===== config.mk =====
export PLATFORM = sky130hd
export DESIGN_NAME = char_motion_flat
export DESIGN_NICKNAME = d
export VERILOG_FILES = /design/src/rtl/char_motion_if.sv /design/src/rtl/char_motion.sv /design/src/flat_wrapper.sv
export SDC_FILE = /design/constraint.sdc
export NUM_CORES = 1
export LEC_CHECK = 0
export BUFFER_PORTS_ARGS = -buffer_cell sky130_fd_sc_hd__buf_2
export CORE_ASPECT_RATIO = 1.2
export CORE_UTILIZATION = 63
export DETAILED_ROUTE_END_ITERATION = 12
export PLACE_DENSITY = 0.87
export SLEW_MARGIN = 40
export SYNTH_ARGS = -nofsm -noshare
export SYNTH_HDL_FRONTEND = slang
export SYNTH_SLANG_ARGS = --single-unit
export TNS_END_PERCENT = 1

===== constraint.sdc =====
create_clock -name Clk -period 4.15 [get_ports Clk]
set_clock_uncertainty 0.15 [all_clocks]
set_input_delay 0.415 -clock Clk [delete_from_list [all_inputs] [get_ports Clk]]
set_output_delay 0.415 -clock Clk [all_outputs]
set_load 0.01 [all_outputs]

===== src/rtl/char_motion_if.sv =====
// Frame strobe, key inputs and sprite placement outputs of the character motion block.
interface char_motion_if;
    logic       frame_clk;
    logic       move_left;
    logic       move_right;
    logic       jump;
    logic [9:0] sprite_x_start;
    logic [9:0] sprite_y_start;
    logic       facing_left;
    logic       airborne;

    modport master (
        output frame_clk, move_left, move_right, jump,
        input  sprite_x_start, sprite_y_start, facing_left, airborne
    );

    modport slave (
        input  frame_clk, move_left, move_right, jump,
        output sprite_x_start, sprite_y_start, facing_left, airborne
    );
endinterface


===== src/rtl/char_motion.sv =====
// Per-frame character motion: clamped horizontal walking plus a single-jump gravity arc.
module char_motion #(
    parameter int X_START  = 40,
    parameter int GROUND_Y = 400,
    parameter int SPRITE_W = 41,
    parameter int SCREEN_W = 640,
    parameter int X_STEP   = 2,
    parameter int JUMP_VEL = 12,
    parameter int GRAVITY  = 1
) (
    input  logic          Clk,
    input  logic          Reset,
    char_motion_if.slave  bus
);

    typedef enum logic {GROUND = 1'b0, AIR = 1'b1} state_e;

    localparam logic signed [10:0] X_MAX = 11'(SCREEN_W - SPRITE_W);
    localparam logic signed [10:0] Y_GND = 11'(GROUND_Y);

    state_e            state_q, state_d;
    logic [9:0]        x_q, x_d;
    logic [9:0]        y_q, y_d;
    logic signed [7:0] vel_q, vel_d;
    logic              facing_q, facing_d;
    logic              frame_q;
    logic              armed_q;
    logic              tick;
    logic              go_left, go_right;
    logic signed [10:0] x_sum, y_sum;

    // armed_q blocks a tick from a frame_clk that was already high across reset release.
    always_comb begin
        tick = bus.frame_clk & ~frame_q & armed_q;
    end

    always_ff @(posedge Clk) begin
        if (Reset) begin
            frame_q  <= 1'b0;
            armed_q  <= ~bus.frame_clk;
            state_q  <= GROUND;
            x_q      <= 10'(X_START);
            y_q      <= 10'(GROUND_Y);
            vel_q    <= '0;
            facing_q <= 1'b0;
        end else begin
            frame_q <= bus.frame_clk;
            armed_q <= armed_q | ~bus.frame_clk;
            if (tick) begin
                state_q  <= state_d;
                x_q      <= x_d;
                y_q      <= y_d;
                vel_q    <= vel_d;
                facing_q <= facing_d;
            end
        end
    end

    always_comb begin
        go_left  = bus.move_left & ~bus.move_right;
        go_right = bus.move_right & ~bus.move_left;

        x_sum    = $signed({1'b0, x_q});
        facing_d = facing_q;
        if (go_left) begin
            x_sum    = x_sum - 11'(X_STEP);
            facing_d = 1'b1;
        end else if (go_right) begin
            x_sum    = x_sum + 11'(X_STEP);
            facing_d = 1'b0;
        end

        if (x_sum < 0)          x_d = '0;
        else if (x_sum > X_MAX) x_d = X_MAX[9:0];
        else                    x_d = x_sum[9:0];

        y_sum   = $signed({1'b0, y_q}) + $signed({{3{vel_q[7]}}, vel_q});
        state_d = state_q;
        y_d     = y_q;
        vel_d   = vel_q;

        case (state_q)
            GROUND: begin
                y_d   = 10'(GROUND_Y);
                vel_d = '0;
                if (bus.jump) begin
                    vel_d   = -8'(JUMP_VEL);
                    state_d = AIR;
                end
            end
            AIR: begin
                if (y_sum >= Y_GND) begin
                    y_d     = 10'(GROUND_Y);
                    vel_d   = '0;
                    state_d = GROUND;
                end else if (y_sum < 0) begin
                    y_d   = '0;
                    vel_d = '0;
                end else begin
                    y_d   = y_sum[9:0];
                    vel_d = vel_q + 8'(GRAVITY);
                end
            end
            default: state_d = GROUND;
        endcase
    end

    always_comb begin
        bus.sprite_x_start = x_q;
        bus.sprite_y_start = y_q;
        bus.facing_left    = facing_q;
        bus.airborne       = (state_q == AIR);
    end

endmodule


===== src/flat_wrapper.sv =====
// flat-port wrapper written by rule: the top's interface ports become plain ports
module char_motion_flat 
#(
    parameter int X_START  = 40,
    parameter int GROUND_Y = 400,
    parameter int SPRITE_W = 41,
    parameter int SCREEN_W = 640,
    parameter int X_STEP   = 2,
    parameter int JUMP_VEL = 12,
    parameter int GRAVITY  = 1
)
  (Clk, Reset, bus_frame_clk, bus_move_left, bus_move_right, bus_jump, bus_sprite_x_start, bus_sprite_y_start, bus_facing_left, bus_airborne);
  char_motion_if bus_i ();
  input  logic Clk;
  input  logic Reset;
  input wire logic [$bits(bus_i.frame_clk)-1:0] bus_frame_clk;
  input wire logic [$bits(bus_i.move_left)-1:0] bus_move_left;
  input wire logic [$bits(bus_i.move_right)-1:0] bus_move_right;
  input wire logic [$bits(bus_i.jump)-1:0] bus_jump;
  output wire logic [$bits(bus_i.sprite_x_start)-1:0] bus_sprite_x_start;
  output wire logic [$bits(bus_i.sprite_y_start)-1:0] bus_sprite_y_start;
  output wire logic [$bits(bus_i.facing_left)-1:0] bus_facing_left;
  output wire logic [$bits(bus_i.airborne)-1:0] bus_airborne;
  assign bus_i.frame_clk = bus_frame_clk;
  assign bus_i.move_left = bus_move_left;
  assign bus_i.move_right = bus_move_right;
  assign bus_i.jump = bus_jump;
  assign bus_sprite_x_start = bus_i.sprite_x_start;
  assign bus_sprite_y_start = bus_i.sprite_y_start;
  assign bus_facing_left = bus_i.facing_left;
  assign bus_airborne = bus_i.airborne;
  char_motion #(.X_START(X_START), .GROUND_Y(GROUND_Y), .SPRITE_W(SPRITE_W), .SCREEN_W(SCREEN_W), .X_STEP(X_STEP), .JUMP_VEL(JUMP_VEL), .GRAVITY(GRAVITY)) u_core (.Clk(Clk), .Reset(Reset), .bus(bus_i));
endmodule

After elaboration in Yosys (flattened, before gate mapping) --
Index checks and enable logic that the tools add are counted.
Word-level totals: output and inout port bits 22, input bits 6, word-level logic and storage cells 44, register bits after elaboration 32
Operators by class: magnitude comparators 4, multiplexer cells 17, bitwise logic cells 10, reductions and logical operators 2, $add $sub $neg 4
Operators by type and width (count):
- 10-bit 2-to-1 mux | 4
- 8-bit 2-to-1 mux | 3
- 11-bit by 1-bit < comparator with 1-bit output, second input constant | 2
- 11-bit 2-to-1 mux | 2
- 10-bit case mux with 2 select lines | 1
- 8-bit case mux with 2 select lines | 1
- 10-bit by 2-bit adder with 11-bit output, second input constant | 1
- 11-bit by 8-bit adder with 11-bit output | 1
- 11-bit by 10-bit >= comparator with 1-bit output, second input constant | 1
- 11-bit > comparator, second input constant | 1
- 10-bit by 2-bit subtractor with 11-bit output, second input constant | 1
- 8-bit by 2-bit adder with 8-bit output, second input constant | 1
- 1-bit 2-to-1 mux | 5
- 1-bit inverter | 5
- 1-bit AND | 4
- 1-bit case mux with 2 select lines | 1
- 2-bit AND reduction | 1
- 2-bit nonzero test | 1
- 1-bit bitwise OR | 1

Longest topological paths before layout --
Gate-level depths: netlist of the first run.
depth in word-level cells 7, gate-level depth with buffers 10, depth with buffers taken out 9

Worst setup path before layout of the first run --
Ideal clock, no wire load.
path kind register -> register, start register u_core.y_q[0] (netlist: u_core.bus.sprite_y_start[0]), end register u_core.y_q[5] (netlist: u_core.bus.sprite_y_start[5]), cell stages (with the launch flop) 11, data arrival time 2.601 ns, library setup time 0.070 ns, data required time 3.930 ns, buffers on the path 1, clock period less this slack 2.821 ns, path slack 1.329 ns, cells stage by stage dfxtp_1 ha_1 fa_1 nand3_1 a21oi_1 or4_1 o311a_1 a2111oi_4 buf_6 nand3_1 a21oi_1
On the way: longest elaborated chain between the ends 5, elaborated cells on any way between the ends 6, those cells by class add/sub: 1; order compare: 2; mux: 3
Ends and longest elaborated chain:
- start, declared | line char_motion.sv:23 | logic [9:0] y_q, y_d;
- start signal, assigned | line char_motion.sv:43 | y_q <= 10'(GROUND_Y);
- start signal, assigned | line char_motion.sv:52 | y_q <= y_d;
- 11-bit by 8-bit adder with 11-bit output * | line char_motion.sv:77 | y_sum = $signed({1'b0, y_q}) + $signed({{3{vel_q[7]}}, vel_q});
- 11-bit by 1-bit < comparator with 1-bit output | line char_motion.sv:96 | end else if (y_sum < 0) begin
- 10-bit 2-to-1 mux | line char_motion.sv:96
- 10-bit 2-to-1 mux * | line char_motion.sv:92 | if (y_sum >= Y_GND) begin
- 10-bit case mux with 2 select lines * | line char_motion.sv:82 | case (state_q)
Mark *: on every way between the ends. The rest lies on a longest branch, timed or not. A chain may end at the register's enable or synchronous reset.

Final worst setup path of the first run --
start register u_core.vel_q[0], end register u_core.y_q[5] (netlist: u_core.bus.sprite_y_start[5])
On the way: longest elaborated chain between the ends 5, elaborated cells on any way between the ends 6, those cells by class add/sub: 1; order compare: 2; mux: 3
Ends and longest elaborated chain:
- start, declared | line char_motion.sv:24 | logic signed [7:0] vel_q, vel_d;
- start signal, assigned | line char_motion.sv:53 | vel_q <= vel_d;
- 11-bit by 8-bit adder with 11-bit output * | line char_motion.sv:77
- 11-bit by 1-bit < comparator with 1-bit output | line char_motion.sv:96
- 10-bit 2-to-1 mux | line char_motion.sv:96
- 10-bit 2-to-1 mux * | line char_motion.sv:92
- 10-bit case mux with 2 select lines * | line char_motion.sv:82
Marks and branches as above.

==> metrics.md, run 1 <==
| Metric | Value |
|---|---|
| CTS tree | `built` |
| Final TNS setup | `0 ns` |
| Share of cells above drive strength 1 | `0.128` |
| Final period utilization | `0.786` |
| DPL Wire Length | `4.00 mm` |
| Delay-heaviest family, CP | `compound AO/OA/AOI/OAI gates` |
| Dominant synthesized flop cell | `dfxtp_1` |
| Starting Density | `0.659` |
| Root buf cell | `clkbuf_8` |
| Max Cap Viol | `0` |
| Count of final setup violators | `0` |
| Count of unique library cells instantiated by Yosys | `55` |
| GR Util All Layers | `0.291` |
| Final non-filler cell total | `368` |
| CTS Sinks | `32` |
| Core Area | `roughly 3600 µm²` |
| Die ar. | `around 4000 µm²` |
| Critical hold path startpoint | `bus_frame_clk` |
| Multi-input combinational cell area | `1600 µm²` |
| Post-Syn Area per Cell | `around 7.6 µm²` |
| Via Count | `about 2300` |
| Async SR Flop Fraction | `0` |
| Combinational power share | `0.184` |
| Post-Syn Area | `2370 µm²` |
| Vias in the first global route | `2154` |
| Htree depth | `2` |
| Critical path class | `flip-flop to flip-flop` |
| Register share of total power | `0.466` |
| Hold_buf cts | `0` |
| Crit. End Element | `flip-flop` |
| Worst min path class | `primary input to flip-flop` |
| Failing checks | `DRC` |
| Max-slew headroom | `0.472` |
| Pin count of the biggest net entering global routing | `30` |
| Placed cell count | `360` |
| RSZ-0062 raised after global routing | `no` |
| PortBufs | `27` |
| Clock transition at path regs | `0.07 ns` |
| Sequential-to-total area share from yosys stat | `0.270` |
| First-pass GRT wire length | `9.27 mm` |
| Sw frac | `0.286` |
| Maximum VDD drop | `0.000249 V` |
| Clk buf depth | `2` |
| Die H | `69.2 µm` |
| Internal power | `501 µW` |
| Critical Path Source | `u_core.vel_q[0]` |
| WP depth | `9` |
| Yosys warning total | `0` |
| Fin. Hold Viols | `0` |
| Worst-path cell chain | `ha_1, fa_1, nand3_1, a21oi_1, or4_1, o311a_1, a2111oi_4, nand3_1, a21oi_1` |
| Io pins | `28` |
| DR WL/cell | `about 15 µm` |
| Antenna violations before repair | `0` |
| Vias per inst | `between 6 and 7` |
| Worst reg2reg setup slack | `0.89 ns` |
| Minimum clock period | `3.26 ns` |
| Post-route ant nets | `0` |
| Gate count of the mapped netlist | `311` |
| NetSw | `201 µW` |
| 1st-iter DRT viols | `195` |
| Number of post-CTS setup repair buffers | `0` |
| Required @ worst endpoint | `4.22 ns` |
| Critical Path Fanout Max | `14` |
| Setup ws final | `approximately 0.9 ns` |
| Ant. Diodes | `0` |
| Synthesis-to-layout area growth | `8.17%` |
| Net count, final | `350` |
| Slew Limit Fails | `0` |
| Critical Path End | `u_core.bus.sprite_y_start[5]` |
| Max stage delay on crit path | `~0.8 ns` |
| Syn nets | `between 300 and 400` |
| Detailed Route WL | `around 5.5 mm` |
| PostCTS Resize Cnt | `0` |
| Crit path buf inv count | `0` |
| Measured slew at the worst slew-check pin | `around 0.79 ns` |
| Maximum clock rate | `0.306 GHz` |
| FF+latch area | `641 µm²` |
| Clk_lat worst skew | `0.28 ns` |
| R2r endpoint | `u_core.bus.sprite_y_start[5]` |
| Slowest CP cell | `a2111oi_4` |
| Remaining global-route overflow | `0` |
| Residual DRC count | `2` |
| PD cells | `273 nW/µm²` |
| CTS buffer count | `5` |
| Worst r2r src | `u_core.vel_q[0]` |
| TritonRoute pass-1 iters | `9` |
| Status | `complete, but fails checks` |
| Post-synth EDFFs | `0` |
| #FFs+latches synth | `32` |
| Critical path startpoint category | `flip-flop` |
| Routability congestion estimate | `0.868` |
| R2R depth | `9` |
| Worst Path Arrival | `3.33 ns` |
| Clock power frac | `0.350` |
| Leakage | `1.09 nW` |
| Die Wd | `58.0 µm` |
| Fillers | `299` |
| Row Count | `24` |
| Pre-CTS setup slack | `approximately 0.8 ns` |
per-layer routing:
metal	vias to the layer above	global-route usage	wire [µm]
met4	0	0.146	116
li1	1183	-	-
met3	9	0.0429	205
met2	57	0.493	2800
met5	-	0	0
met1	1088	0.349	2370
cell type report:
cell class,instances,share of cell area
flip-flops and latches,32,0.250
clock buffers,8,0.0351
multi-input cells,249,0.623
well taps,39,0.0190
repair buffers,28,0.0556
inverters,12,0.0175
worst min path at each step:
stage                                   endpoint  slack [ns]  cells past startpoint
floorplan                         u_core.armed_q        0.30                      2
global placement    u_core.bus.sprite_y_start[0]        0.31                      2
detailed placement                u_core.armed_q        0.31                      2
CTS                               u_core.armed_q        0.20                      2
global route                      u_core.armed_q        0.23                      2
finish                            u_core.armed_q        0.22                      2
cell families (layout without fill, tap and decap cells):
logic type	after synthesis	after routing	share of synthesized area
AOI/OAI and AO/OA	93	93	0.260
xor gates and xnor gates	10	10	0.0369
adders and majority gates	16	16	0.0875
buffers and inverters	30	48	0.0559
DFF	32	32	0.270
muxes	1	1	0.00422
and+or+nand+nor	129	129	0.285
metrics by stage:
stage	area [µm²]	utilization	hold slack, ns	power, mW
2_1_floorplan	2370	-	0.295	0.434
3_3_place_gp	2480	0.688	0.308	0.456
3_5_place_dp	2480	0.688	0.311	0.459
4_1_cts	2570	0.713	0.201	0.703
5_1_grt	2570	0.713	0.226	0.730
6_report	2570	0.713	0.222	0.701
flip-flops by register name (all words and copies together), names as in the netlist:
| name | flops |
|---|---|
| u_core.vel_q | 8 |
| u_core.frame_q | 1 |
| u_core.bus.sprite_y_start | 10 |
| u_core.bus.facing_left | 1 |
| u_core.bus.sprite_x_start | 10 |
| u_core.bus.airborne | 1 |
| u_core.armed_q | 1 |
synth_stat cells (all sizes together) (2+ instances only):
| library cell | n | area [µm²] |
|---|---|---|
| a221o | 2 | 20.0 |
| xor2 | 4 | 35.0 |
| a22oi | 2 | 15.0 |
| a21o | 7 | 52.6 |
| ha | 15 | 188 |
| a211o | 2 | 17.5 |
| nor2b | 6 | 37.5 |
| xnor2 | 6 | 52.6 |
| nand3 | 12 | 60.1 |
| nor3b | 3 | 22.5 |
| nor3 | 11 | 55.1 |
| nand3b | 6 | 45.0 |
| a211oi | 5 | 37.5 |
| and3b | 2 | 17.5 |
| a2111oi | 2 | 36.3 |
| nand2 | 30 | 113 |
| nand4 | 4 | 25.0 |
| clkbuf | 12 | 45.0 |
| or2 | 2 | 12.5 |
| a311oi | 2 | 17.5 |
| a31oi | 5 | 31.3 |
| nand4b | 3 | 26.3 |
| buf | 6 | 42.5 |
| or3 | 3 | 18.8 |
| o21a | 2 | 15.0 |
| a21oi | 36 | 191 |
| and2 | 2 | 12.5 |
| and3 | 8 | 50.1 |
| o21ai | 16 | 80.1 |
| inv | 12 | 45.0 |
| o211ai | 3 | 22.5 |
| dfxtp | 32 | 641 |
| nor4 | 3 | 18.8 |
| nor2 | 27 | 101 |
power by group through the flow:
stage	logic, mW	clock network [mW]	registers, mW
after floorplan	0.102	0	0.332
after global placement	0.123	0	0.333
after detailed placement	0.125	0	0.333
after CTS	0.127	0.250	0.326
after global routing	0.142	0.259	0.328
final	0.129	0.246	0.327
placed cells by master (no fill, tap or decap), types with 6 or more instances in the layout:
master | synthesis | routed
nor2_1 | 27 | 27
o21ai_0 | 16 | 16
xnor2_1 | 6 | 6
inv_1 | 12 | 12
nor3_1 | 11 | 11
nand3b_1 | 6 | 6
and3_1 | 8 | 8
nand3_1 | 12 | 12
ha_1 | 15 | 15
a21o_1 | 7 | 7
nor2b_1 | 6 | 6
buf_2 | 4 | 27
clkbuf_8 | 0 | 6
nand2_1 | 30 | 30
dfxtp_1 | 32 | 32
a21oi_1 | 35 | 35
worst reg2reg max path: stages, from the launching register on:
cell,delay (ns)
dfxtp_1,0.35
ha_1,0.24
fa_1,0.40
nand3_1,0.14
a21oi_1,0.09
or4_1,0.51
o311a_1,0.17
a2111oi_4,0.78
nand3_1,0.19
a21oi_1,0.17
No activity file was read; power rests on OpenSTA's default activity.
==> inputs of run 2 (changes only) <==
--- a/config.mk
+++ b/config.mk
@@ -7,9 +7,9 @@
 export LEC_CHECK = 0
 export BUFFER_PORTS_ARGS = -buffer_cell sky130_fd_sc_hd__buf_2
 export CORE_ASPECT_RATIO = 1.2
-export CORE_UTILIZATION = 63
+export CORE_UTILIZATION = 53
 export DETAILED_ROUTE_END_ITERATION = 12
-export PLACE_DENSITY = 0.87
+export PLACE_DENSITY = 0.78
 export SLEW_MARGIN = 40
 export SYNTH_ARGS = -nofsm -noshare
 export SYNTH_HDL_FRONTEND = slang
==> constraint.sdc (replaced) <==
create_clock -name Clk -period 2.95 [get_ports Clk]
set_clock_uncertainty 0.15 [all_clocks]
set_input_delay 0.295 -clock Clk [delete_from_list [all_inputs] [get_ports Clk]]
set_output_delay 0.295 -clock Clk [all_outputs]
set_load 0.01 [all_outputs]
==> run 2 against run 1 <==
  * The run now ends clean
  * Critical path depth increased by 1
  * Total power increased by 44%
  * Global-route usage decreased by 4.7 points
  * Final cell count increased by 8.4%
  * Sequential power increased by 39%
  * Setup slack got worse by 0.77 ns
  * Largest cell class unchanged
==> metrics.md, run 2 (synthesis gave the netlist of run 1 again) <==
| Metric | Value |
|---|---|
| DR WL/cell | `14.1 µm (was 14.9 µm)` |
| PortBufs | `27 (unchanged)` |
| Row Count | `26 (was 24)` |
| Most common cell after layout, fill and taps aside | `a21oi_1 (unchanged)` |
| Starting Density | `0.557 (was 0.659)` |
| First-pass GRT wire length | `9.37 mm (was 9.27 mm)` |
| Final period utilization | `0.960 (was 0.786)` |
| Fillers | `383 (was 299)` |
| Io pins | `28 (unchanged)` |
| Critical path class | `flip-flop to flip-flop (unchanged)` |
| Htree depth | `2 (unchanged)` |
| Critical Path Fanout Max | `7 (was 14)` |
| Vias in the first global route | `2187 (was 2154)` |
| Leakage | `1.16 nW (was 1.09 nW)` |
| Core Area | `4260 µm² (was 3600 µm²)` |
| RSZ-0062 raised after global routing | `no (unchanged)` |
| Die H | `75.3 µm (was 69.2 µm)` |
| Clk_lat worst skew | `0.28 ns (about the same)` |
| Worst min path class | `primary input to flip-flop (unchanged)` |
| Status | `finished clean (was complete, but fails checks)` |
| Max Cap Viol | `0 (unchanged)` |
| DPL Wire Length | `4.08 mm (was 4.00 mm)` |
| Placed inst area | `2600 µm² (was 2480 µm²)` |
| Final TNS setup | `0 ns (unchanged)` |
| CTS buffer count | `5 (unchanged)` |
| CTS Sinks | `32 (unchanged)` |
| Share of cells above drive strength 1 | `0.192 (was 0.128)` |
| Maximum VDD drop | `0.000223 V (was 0.000249 V)` |
| Most frequent cells in the layout | `34 x a21oi_1, 32 x dfxtp_1, 30 x nand2_1 (was 35 x a21oi_1, 32 x dfxtp_1, 30 x nand2_1)` |
| CTS tree | `built (unchanged)` |
| Measured slew at the worst slew-check pin | `0.689 ns (was 0.792 ns)` |
| R2R depth | `10 (was 9)` |
| Required @ worst endpoint | `3.00 ns (was 4.22 ns)` |
| 1st-iter DRT viols | `156 (was 195)` |
| Net count, final | `365 (was 350)` |
| Worst Path Arrival | `2.88 ns (was 3.33 ns)` |
| Pre-CTS setup slack | `0.0410 ns (was 0.802 ns)` |
| Vias per inst | `6.00 (was 6.35)` |
| Minimum clock period | `2.83 ns (was 3.26 ns)` |
| Hold slack final | `0.0665 ns (was 0.222 ns)` |
| Ant. Diodes | `0 (unchanged)` |
| Residual DRC count | `0 (was 2)` |
| Critical path startpoint category | `flip-flop (unchanged)` |
| Final Cell Area | `2740 µm² (was 2570 µm²)` |
| Fin. Hold Viols | `0 (unchanged)` |
| Number of post-CTS setup repair buffers | `0 (unchanged)` |
| Clock transition at path regs | `0.07 ns (about the same)` |
| GR Util All Layers | `0.244 (was 0.291)` |
| PostCTS Resize Cnt | `0 (unchanged)` |
| Die Wd | `63.1 µm (was 58.0 µm)` |
| Util after Layout | `0.644 (was 0.713)` |
| Setup ws final | `0.118 ns (was 0.886 ns)` |
| Synthesis-to-layout area growth | `15.6% (was 8.17%)` |
| Via Count | `2394 (was 2337)` |
| Worst Hold Depth | `2 (unchanged)` |
| PD cells | `368 nW/µm² (was 273 nW/µm²)` |
| Routability congestion estimate | `0.906 (was 0.868)` |
| Hold_buf cts | `0 (unchanged)` |
| TritonRoute pass-1 iters | `4 (was 9)` |
| Detailed Route WL | `5.62 mm (was 5.49 mm)` |
| Slew Limit Fails | `0 (unchanged)` |
| Clk buf depth | `2 (unchanged)` |
| Maximum clock rate | `0.353 GHz (was 0.306 GHz)` |
| Placed cell count | `391 (was 360)` |
| Max-slew headroom | `0.539 (was 0.472)` |
| Pin count of the biggest net entering global routing | `30 (unchanged)` |
| Final non-filler cell total | `399 (was 368)` |
| Count of final setup violators | `0 (unchanged)` |
| Antenna violations before repair | `0 (unchanged)` |
| Remaining global-route overflow | `0 (unchanged)` |
| Post-route ant nets | `0 (unchanged)` |
| Crit. End Element | `flip-flop (unchanged)` |
| Die ar. | `4750 µm² (was 4020 µm²)` |
| Root buf cell | `clkbuf_8 (unchanged)` |
| Tot Pwr | `1.01 mW (was 701 µW)` |
==> run 2: worst paths after layout <==
| check | slack (ns) | to | from |
|---|---|---|---|
| worst max register to register | 0.12 | u_core.vel_q[3] | u_core.bus.sprite_y_start[0] |
| worst min register to register | 0.32 | u_core.armed_q | u_core.armed_q |
| worst min-delay path | 0.07 | u_core.armed_q | bus_frame_clk |
| worst max-delay path | 0.12 | u_core.vel_q[3] | u_core.bus.sprite_y_start[0] |
==> run 2: routing by layer <==
layer	up-vias	global-route usage	routed length (µm)
li1	1204	-	-
met1	1130	0.279	2410
met2	52	0.470	2940
met3	8	0.0269	194
met4	0	0.0904	78
met5	-	0	0
==> run 2: cell type report <==
type	count	area, µm²	share of cell area
inverter	12	45.0	0.0164
multi-input combinational	249	1630	0.595
clock buffer	7	96.3	0.0351
timing repair buffer	43	259	0.0944
sequential	32	641	0.233
tap	56	70.1	0.0255
==> run 2: power breakdown <==
group / switching, mW / total (mW) / internal [mW]
combinational: 0.115 / 0.195 / 0.0797
clock: 0.152 / 0.359 / 0.208
sequential: 0.0124 / 0.456 / 0.444
total: 0.279 / 1.01 / 0.731
==> run 2: worst max-delay path, cell delays in order (launching register included) <==
cell and delay [ns]:
dfxtp_1 0.35, ha_2 0.22, fa_2 0.23, nand3_2 0.11, and2_1 0.23, a211o_1 0.30, o311a_1 0.34, a2111oi_4 0.36
buf_6 0.19, nand4b_1 0.11, a31oi_1 0.18
